<file path="config.mk">
export PLATFORM = sky130hd
export DESIGN_NAME = exu_wb_arb_flat
export DESIGN_NICKNAME = d
export VERILOG_FILES = /design/src/rtl/exu_wb_pkg.sv /design/src/rtl/exu_gpr_if.sv /design/src/rtl/exu_rr_arb.sv /design/src/rtl/exu_wb_arb.sv /design/src/flat_wrapper.sv
export SDC_FILE = /design/constraint.sdc
export NUM_CORES = 1
export LEC_CHECK = 0
export CORE_ASPECT_RATIO = 0.5
export CORE_MARGIN = 4
export CORE_UTILIZATION = 44
export DETAILED_ROUTE_END_ITERATION = 12
export PLACE_DENSITY_LB_ADDON = 0.12
export SETUP_SLACK_MARGIN = 0.1
export SLEW_MARGIN = 20
export SYNTH_ARGS = -nofsm -noshare
export SYNTH_HDL_FRONTEND = slang
export SYNTH_SLANG_ARGS = --single-unit
export TNS_END_PERCENT = 30
</file>
<file path="constraint.sdc">
create_clock -name clk -period 3.5 [get_ports clk]
set_clock_uncertainty 0.15 [all_clocks]
set_input_delay 0.525 -clock clk [delete_from_list [all_inputs] [get_ports clk]]
set_output_delay 0.525 -clock clk [all_outputs]
set_load 0.005 [all_outputs]
</file>
<file path="src/rtl/exu_wb_pkg.sv">
// Shared types and constants for the execution-unit GPR writeback arbiter.
`ifndef RV_XLEN
`define RV_XLEN 32
`endif
`ifndef RV_GPR_AW
`define RV_GPR_AW 5
`endif

package exu_wb_pkg;

  localparam int unsigned GPR_AW   = `RV_GPR_AW;
  localparam int unsigned NGPR     = 1 << GPR_AW;
  localparam int unsigned NREQ_DEF = 4;

  typedef enum logic [2:0] {
    WB_SRC_ALU  = 3'd0,
    WB_SRC_MISC = 3'd1,
    WB_SRC_LSU  = 3'd2,
    WB_SRC_CSR  = 3'd3
  } wb_src_e;

  // Slot tag; write data is stored beside it so its width can follow XLEN.
  typedef struct packed {
    logic              vld;
    logic [GPR_AW-1:0] wa;
  } wb_slot_t;

endpackage

</file>
<file path="src/rtl/exu_gpr_if.sv">
// GPR register-file port bundle: one write port plus two read addresses.
`ifndef RV_XLEN
`define RV_XLEN 32
`endif
`ifndef RV_GPR_AW
`define RV_GPR_AW 5
`endif

interface exu_gpr_if_t #(
  parameter int unsigned XLEN = `RV_XLEN
) ();

  logic                  wen;
  logic [`RV_GPR_AW-1:0] wa;
  logic [XLEN-1:0]       wd;
  logic [`RV_GPR_AW-1:0] ra1;
  logic [`RV_GPR_AW-1:0] ra2;

  modport mst (output wen, wa, wd, ra1, ra2);
  modport slv (input wen, wa, wd, ra1, ra2);

endinterface

</file>
<file path="src/rtl/exu_rr_arb.sv">
// Combinational round-robin picker: first set request at or after ptr_i wins.

module exu_rr_arb #(
  parameter int unsigned N = 4,
  localparam int unsigned PW = (N > 1) ? $clog2(N) : 1
) (
  input  logic [N-1:0]  req_i,
  input  logic [PW-1:0] ptr_i,
  output logic [N-1:0]  gnt_o
);

  always_comb begin
    logic          found;
    logic [PW-1:0] idx;
    gnt_o = '0;
    found = 1'b0;
    idx   = '0;
    for (int unsigned off = 0; off < N; off++) begin
      idx = PW'((32'(ptr_i) + off) % N);
      if (!found && req_i[idx]) begin
        gnt_o[idx] = 1'b1;
        found      = 1'b1;
      end
    end
  end

endmodule

</file>
<file path="src/rtl/exu_wb_arb.sv">
// Arbitrates NREQ execution handlers onto the single GPR write port, one slot each.
// Optional EXU_WB_BUSY_EN adds the wb_busy register-pending bitmap output.
`ifndef RV_XLEN
`define RV_XLEN 32
`endif

module exu_wb_arb
  import exu_wb_pkg::*;
#(
  parameter int unsigned NREQ = NREQ_DEF,
  parameter int unsigned XLEN = `RV_XLEN
) (
  input  logic                        clk,
  input  logic                        rst_n,
  input  logic [NREQ-1:0]             req_vld,
  output logic [NREQ-1:0]             req_rdy,
  input  logic [NREQ-1:0][GPR_AW-1:0] req_wa,
  input  logic [NREQ-1:0][XLEN-1:0]   req_wd,
`ifdef EXU_WB_BUSY_EN
  output logic [NGPR-1:0]             wb_busy,
`endif
  exu_gpr_if_t.mst                    gpr_mst
);

  localparam int unsigned PW = $clog2(NREQ);

  wb_slot_t [NREQ-1:0]           slot_q;
  logic     [NREQ-1:0][XLEN-1:0] wd_q;
  logic     [PW-1:0]             ptr_q, ptr_d;
  logic     [NREQ-1:0]           elig, drain, gnt, load;
  logic                          wb_wen;
  logic     [GPR_AW-1:0]         wb_wa;
  logic     [XLEN-1:0]           wb_wd;

  // Writes to x0 are dropped: such slots never compete and simply empty.
  always_comb begin
    for (int unsigned i = 0; i < NREQ; i++) begin
      elig[i]    = slot_q[i].vld && (slot_q[i].wa != '0);
      drain[i]   = slot_q[i].vld && (slot_q[i].wa == '0);
      req_rdy[i] = !slot_q[i].vld || gnt[i];
      load[i]    = req_vld[i] && req_rdy[i];
    end
  end

  exu_rr_arb #(
    .N (NREQ)
  ) u_rr_arb (
    .req_i (elig),
    .ptr_i (ptr_q),
    .gnt_o (gnt)
  );

  always_comb begin
    wb_wen = |gnt;
    wb_wa  = '0;
    wb_wd  = '0;
    ptr_d  = ptr_q;
    for (int unsigned i = 0; i < NREQ; i++) begin
      if (gnt[i]) begin
        wb_wa = slot_q[i].wa;
        wb_wd = wd_q[i];
        ptr_d = PW'((i + 1) % NREQ);
      end
    end
  end

  assign gpr_mst.wen = wb_wen;
  assign gpr_mst.wa  = wb_wa;
  assign gpr_mst.wd  = wb_wd;
  assign gpr_mst.ra1 = '0;
  assign gpr_mst.ra2 = '0;

  always_ff @(posedge clk or negedge rst_n) begin
    if (!rst_n) begin
      slot_q <= '0;
      wd_q   <= '0;
      ptr_q  <= '0;
    end else begin
      ptr_q <= ptr_d;
      for (int unsigned i = 0; i < NREQ; i++) begin
        if (load[i]) begin
          slot_q[i].vld <= 1'b1;
          slot_q[i].wa  <= req_wa[i];
          wd_q[i]       <= req_wd[i];
        end else if (gnt[i] || drain[i]) begin
          slot_q[i].vld <= 1'b0;
        end
      end
    end
  end

`ifdef EXU_WB_BUSY_EN
  // Derived from slot state only, so it never depends on this cycle's requests.
  always_comb begin
    wb_busy = '0;
    for (int unsigned i = 0; i < NREQ; i++) begin
      if (slot_q[i].vld) wb_busy[slot_q[i].wa] = 1'b1;
    end
    wb_busy[0] = 1'b0;
  end
`endif

endmodule

</file>
<file path="src/flat_wrapper.sv">
// flat-port wrapper written by rule: the top's interface ports become plain ports
module exu_wb_arb_flat import exu_wb_pkg::*;
#(
  parameter int unsigned NREQ = NREQ_DEF,
  parameter int unsigned XLEN = `RV_XLEN
)
  (clk, rst_n, req_vld, req_rdy, req_wa, req_wd, gpr_mst_wen, gpr_mst_wa, gpr_mst_wd, gpr_mst_ra1, gpr_mst_ra2);
  exu_gpr_if_t #(.XLEN(XLEN)) gpr_mst_i ();
  input  logic clk;
  input  logic rst_n;
  input  logic [NREQ-1:0] req_vld;
  output logic [NREQ-1:0] req_rdy;
  input  logic [NREQ-1:0][GPR_AW-1:0] req_wa;
  input  logic [NREQ-1:0][XLEN-1:0] req_wd;
  output wire logic [$bits(gpr_mst_i.wen)-1:0] gpr_mst_wen;
  output wire logic [$bits(gpr_mst_i.wa)-1:0] gpr_mst_wa;
  output wire logic [$bits(gpr_mst_i.wd)-1:0] gpr_mst_wd;
  output wire logic [$bits(gpr_mst_i.ra1)-1:0] gpr_mst_ra1;
  output wire logic [$bits(gpr_mst_i.ra2)-1:0] gpr_mst_ra2;
  assign gpr_mst_wen = gpr_mst_i.wen;
  assign gpr_mst_wa = gpr_mst_i.wa;
  assign gpr_mst_wd = gpr_mst_i.wd;
  assign gpr_mst_ra1 = gpr_mst_i.ra1;
  assign gpr_mst_ra2 = gpr_mst_i.ra2;
  exu_wb_arb #(.NREQ(NREQ), .XLEN(XLEN)) u_core (.clk(clk), .rst_n(rst_n), .req_vld(req_vld), .req_rdy(req_rdy), .req_wa(req_wa), .req_wd(req_wd), .gpr_mst(gpr_mst_i));
endmodule
</file>
## After elaboration in Yosys (flattened, before gate mapping)

Index checks and enable logic that the tools add are counted.

| storage, ports and cells | value |
|---|---|
| flip-flop bits (word level) | 154 |
| bits in latches | 0 |
| bits in writable memories | 0 |
| memory bits (read-only) | 0 |
| bits of input ports | 154 |
| output and inout port bits | 52 |
| memories kept | 0 |

| cells by class | value |
|---|---|
| $add $sub $neg | 3 |
| multipliers | 0 |
| divide/modulo/power cells | 0 |
| order comparisons | 8 |
| equality and inequality tests | 0 |
| shift operators | 0 |
| multiplexer cells | 43 |
| bitwise logic cells | 3 |
| reductions and logical operators | 48 |

Operators by type and width:

| cell | count |
|---|---|
| $mux W32 | 4 |
| $logic_not A5 Y1 | 4 |
| $mux W5 | 4 |
| $reduce_bool A5 Y1 | 4 |
| $logic_and A1 B1 Y1 | 19 |
| $mux W1 | 19 |
| $mux W4 | 4 |
| $lt A2 B3 Y1 const B | 4 |
| $or A4 B4 Y4 | 3 |
| $bmux W1 S2 | 4 |
| $demux W1 S2 | 4 |
| $ge A2 B1 Y1 const B | 4 |
| $logic_or A1 B1 Y1 | 8 |
| $mux W2 | 4 |
| $reduce_bool A2 Y1 | 4 |
| $logic_not A1 Y1 | 7 |
| $add A2 B2 Y2 const B | 2 |
| $reduce_bool A4 Y1 | 1 |
| $reduce_or A4 Y1 | 1 |
| $add A2 B1 Y2 const B | 1 |

## Depth between registers and ports, before layout

| logic depth | value |
|---|---|
| word-level depth | 18 |
| mapped depth | 13 |

## Modules after synthesis

From an unflattened synthesis, not the netlist that was laid out.

| second synthesis, totals | value |
|---|---|
| cell total of the unflattened synthesis | 608 |
| area total of the unflattened synthesis | 7403.4 µm² |

By module, submodules not included:

| module | instances | cells an instance | area an instance (µm²) | sequential area each (µm²) |
|---|---|---|---|---|
| exu_wb_arb | 1 | 572 | 7065.5 | 3853.7 |
| exu_rr_arb | 1 | 36 | 337.8 | 0.0 |

## Worst setup path before layout

No wires, ideal clock.

| timing | value |
|---|---|
| path type | register to output |
| start | reg u_core.ptr_q[0] |
| end | out gpr_mst_wa[0] |
| arrival | 3058 ps |
| data required time | 2825 ps |
| slack | -233 ps |
| cell stages (with the launch flop) | 11 |
| cells stage by stage | dfrtp_1 clkinv_1 ha_1 buf_1 mux4_2 mux2i_1 o221ai_2 clkbuf_1 clkbuf_1 a221oi_1 a21oi_1 |

| on the way | value |
|---|---|
| cells in the longest elaborated chain, start to end | 16 |
| elaborated cells between the ends (all ways) | 51 |
| those cells by class | add/sub: 3; order compare: 8; mux: 27; bitwise: 3; reduce/logical: 10 |

Ends and longest elaborated chain:

| what | RTL line | text |
|---|---|---|
| start: declaration | exu_wb_arb.sv:29 | `logic [PW-1:0] ptr_q, ptr_d;` |
| start signal: assignment | exu_wb_arb.sv:79 | `ptr_q <= ptr_d;` |
| parallel branches: the longest is 11 deep, another holds $lt A2 B3 Y1 | - |  |
| $mux W4 (*) | exu_rr_arb.sv:20 | `if (!found && req_i[idx]) begin` |
| $mux W5 (3 in a row) | exu_wb_arb.sv:59 | `if (gnt[i]) begin` |
| $mux W5 (*) | exu_wb_arb.sv:59 |  |
| end: declaration | flat_wrapper.sv:16 | `output wire logic [$bits(gpr_mst_i.wa)-1:0] gpr_mst_wa;` |

Mark *: on every way between the ends. The select of a mux whose other input is x is not followed.

## Worst setup path in the final report

| timing | value |
|---|---|
| start | reg u_core.slot_q[20] in the netlist's numbering |
| end | out gpr_mst_wd[23] |

| on the way | value |
|---|---|
| cells in the longest elaborated chain, start to end | 18 |
| elaborated cells between the ends (all ways) | 30 |
| those cells by class | mux: 19; bitwise: 3; reduce/logical: 8 |

Ends and longest elaborated chain:

| what | RTL line | text |
|---|---|---|
| start: declaration | exu_wb_arb.sv:27 | `wb_slot_t [NREQ-1:0] slot_q;` |
| $reduce_bool A5 Y1 (*) | exu_wb_arb.sv:38 | `elig[i] = slot_q[i].vld && (slot_q[i].wa != '0);` |
| $logic_and A1 B1 Y1 (*) | exu_wb_arb.sv:38 |  |
| $bmux W1 S2 | exu_rr_arb.sv:20 |  |
| $mux W1 (not written as such) | exu_rr_arb.sv:20 |  |
| $mux W1 | exu_rr_arb.sv:20 |  |
| $logic_not A1 Y1 | exu_rr_arb.sv:20 |  |
| $logic_and A1 B1 Y1 | exu_rr_arb.sv:20 |  |
| $mux W1 | exu_rr_arb.sv:20 |  |
| $logic_not A1 Y1 | exu_rr_arb.sv:20 |  |
| $logic_and A1 B1 Y1 | exu_rr_arb.sv:20 |  |
| $mux W1 | exu_rr_arb.sv:20 |  |
| $logic_not A1 Y1 | exu_rr_arb.sv:20 |  |
| $logic_and A1 B1 Y1 | exu_rr_arb.sv:20 |  |
| $mux W4 (*) | exu_rr_arb.sv:20 |  |
| $mux W32 (3 in a row) | exu_wb_arb.sv:59 |  |
| $mux W32 (*) | exu_wb_arb.sv:59 |  |
| end: declaration | flat_wrapper.sv:17 | `output wire logic [$bits(gpr_mst_i.wd)-1:0] gpr_mst_wd;` |

Mark *: on every way between the ends. The rest lies on a longest branch, timed or not. The select of a mux whose other input is x is not followed.

==> flow_summary.json <==
{
  "cpMaxStageDelayCell": "or4_4",
  "syn_area_per_cell_sq_um": 12.4,
  "routedWlPerCell_um": 22.1,
  "layout_commonest_cell": "clkdlybuf4s50_1",
  "crit_path_start_kind": "register",
  "slew_headroom_pct": 46.8,
  "yosysSeqAreaShare_pct": 51.2,
  "hold_viol": 2,
  "core-area_sq_um": 16600,
  "cp.required_ps": 2820,
  "final_cells": 1134,
  "grt_pass1_vias": 6589,
  "grt_pass1_wl_um": 37800,
  "ant_nets": 0,
  "crit_chain": "or4_4 -> o21a_4 -> mux4_2 -> buf_6 -> a2bb2oi_4 -> buf_6 -> o2111a_2 -> buf_8 -> buf_6 -> nand3_2 -> a21oi_2 -> buf_2",
  "dpl.cell_count": 1075,
  "cts_sinks": 154,
  "ioPinCount": 206,
  "fin_crit_ps": 4250,
  "async_flop_share_pct": 100,
  "io_buffers": 195,
  "grt_max_degree": 86,
  "cts_hold_buf": 0,
  "die_area_sq_um": 19400,
  "setup_viol": 126,
  "grt_remaining_overflow": 0,
  "synth_edf_count": 0,
  "setup_slack_ps": -754,
  "synthTopCellsByArea": "dfrtp_1 (51%), mux2_2 (14%), mux2_1 (5.7%)",
  "layout_common_cells": "clkdlybuf4s50_1 (155), dfrtp_1 (154), mux2_2 (73), buf_4 (70), mux2_4 (56)",
  "cts_tree": "yes",
  "arrival_ps": 3580,
  "cp-end-kind": "output pin",
  "n_antenna_cell": 0,
  "max_cap_viol_count": 0,
  "fp.dieW_um": 193,
  "antenna_found_initial": 0,
  "final.fill_count": 1119,
  "fin_crit_sh_pct": 122,
  "min-delay-path-class": "in2async",
  "setup.worst_path.class": "reg2out",
  "die_h_um": 100,
  "first_pass_iters": 6,
  "vias_per_cell": 5.52,
  "gp_congestion": 0.920,
  "drive_gt1_share_pct": 48.1,
  "cts.root.buffer_cell": "clkbuf_16",
  "cpPeakStageDelay_ps": 550,
  "num_vias": 6257,
  "status": "finished, violations left",
  "cp_max_fo": 6,
  "worstMarginPinSlew_ps": 799,
  "clk_latency_ps": 420,
  "violations": "negative hold slack, negative setup slack",
  "drt_iter0_drc": 372,
  "synthCells": 608,
  "rows": 33,
  "grt_util_all_layers_pct": 25.7,
  "hpwl_um": 16100,
  "fin_nets": 1055,
  "start_util_pct": 45.4,
  "clk_path_buf_depth": 2,
  "ys_types": 54,
  "clk_pin_slew_worst_paths_ps": 70,
  "routed_wl_um": 25000,
  "synth_top_area_share_pct": 51.2,
  "htreeDepth": 4,
  "rsz0062_at_grt": "yes",
  "drv_slew": 0,
  "yosysWarnings": 0,
  "drc_errors": 0,
  "yosysTopAreaCell": "dfrtp_1",
  "fmax_mhz": 235,
  "cp_common_cell": "buf_6",
  "cts_inserted_buffers": 17,
  "synth_seq_cells": 154,
  "area_delta_synth_final_pct": 60.2,
  "syn_area_sq_um": 7520,
  "timing.hold.ws_ps": -5.55,
  "synthFlopType": "dfrtp_1"
}
[synthesized netlist by cell type, types with 2 or more instances]
library cell    n
buf_1           5
mux2i_1         4
a21oi_1        43
buf_6          10
a21o_1          2
nand2_1        19
ha_1            7
nor2_1         45
inv_1           5
clkbuf_1       19
buf_4          11
mux2_1         38
a22oi_1         2
mux4_2          3
buf_2           7
mux2_2         91
o2bb2ai_1       3
and2_1          2
nand3_1        39
dfrtp_1       154
mux2_4         19
a221oi_1       37
nor3_1          3
o221a_2         2
o21ai_0         6
o31ai_1         2
o21a_1          2
or2_2           2
[cell families (layout without fill, tap and decap cells)]
| group | count (synthesis) | in the layout | share of synthesized area (%) |
|---|---|---|---|
| compound gates | 114 | 114 | 11.2 |
| mux | 155 | 155 | 24.5 |
| other cells | 1 | 10 | 0.0498 |
| flops | 154 | 154 | 51.2 |
| fa+ha+maj | 7 | 7 | 1.16 |
| buf+inv | 58 | 348 | 4.56 |
| simple gates | 119 | 119 | 7.28 |
[repair_timing]
action | 4_1_cts | 5_1_grt
cloned | 6 | 0
endpoints found under the setup margin | 193 | 193
setup buffers | 25 | 1
resized for setup | 310 | 55
pin swaps | 51 | 31
[layout make-up]
type	count	area, sq um	area share, %
inverters	6	23.8	0.197
repair buffers	310	3070	25.5
flip-flops and latches	154	3850	32.0
well taps	227	284	2.36
clock buffers	19	443	3.68
multi-input cells	405	4260	35.4
clock inverters	13	111	0.924
[per-layer routing]
metal,up-vias,GRT usage (%),share of wire [%]
met5,-,0,0
met1,3244,35.6,45
li1,2803,-,-
met3,22,6.09,5.4
met4,0,6.20,1.1
met2,188,41.6,48
[critical path, delay by kind of cell, from the launching register on]
kind            cells  cell delay [ps]
flops               1              380
buf+inv             5              710
compound gates      4              890
mux                 1              540
simple gates        2              630
[metrics by stage]
stage	setup slack (ps)	setup TNS (ps)	instance area (sq um)	util, %
after global routing	-898	-56110	12000	72.8
after CTS	-702	-32010	11800	71.1
after detailed placement	-657	-34710	10300	62.5
final	-754	-38710	12000	72.8
after floorplan	-39.3	-1170	7580	-
after global placement	-591	-32080	10300	62.5
[flip-flops by register name, indices dropped and copies added, names as in the netlist]
| name | flops |
|---|---|
| u_core.wd_q | 128 |
| u_core.slot_q | 24 |
| u_core.ptr_q | 2 |
[path summary, 6_finish.rpt]
path | slack (ps) | from | to | depth (start not counted)
worst max-delay path | -750 | u_core.slot_q[20] | gpr_mst_wd[23] | 12
worst min-delay path | -6 | rst_n | u_core.wd_q[96] | 1
worst max register to register | -230 | u_core.slot_q[20] | u_core.wd_q[66] | 10
worst min register to register | 360 | u_core.wd_q[14] | u_core.wd_q[14] | 1
max in group asynchronous | 2440 | rst_n | u_core.wd_q[22] | 2
min in group clk | 360 | u_core.wd_q[14] | u_core.wd_q[14] | 1
Power is not shown: default switching activity piles up to over one toggle a cycle in this logic, so the estimate is an artifact.
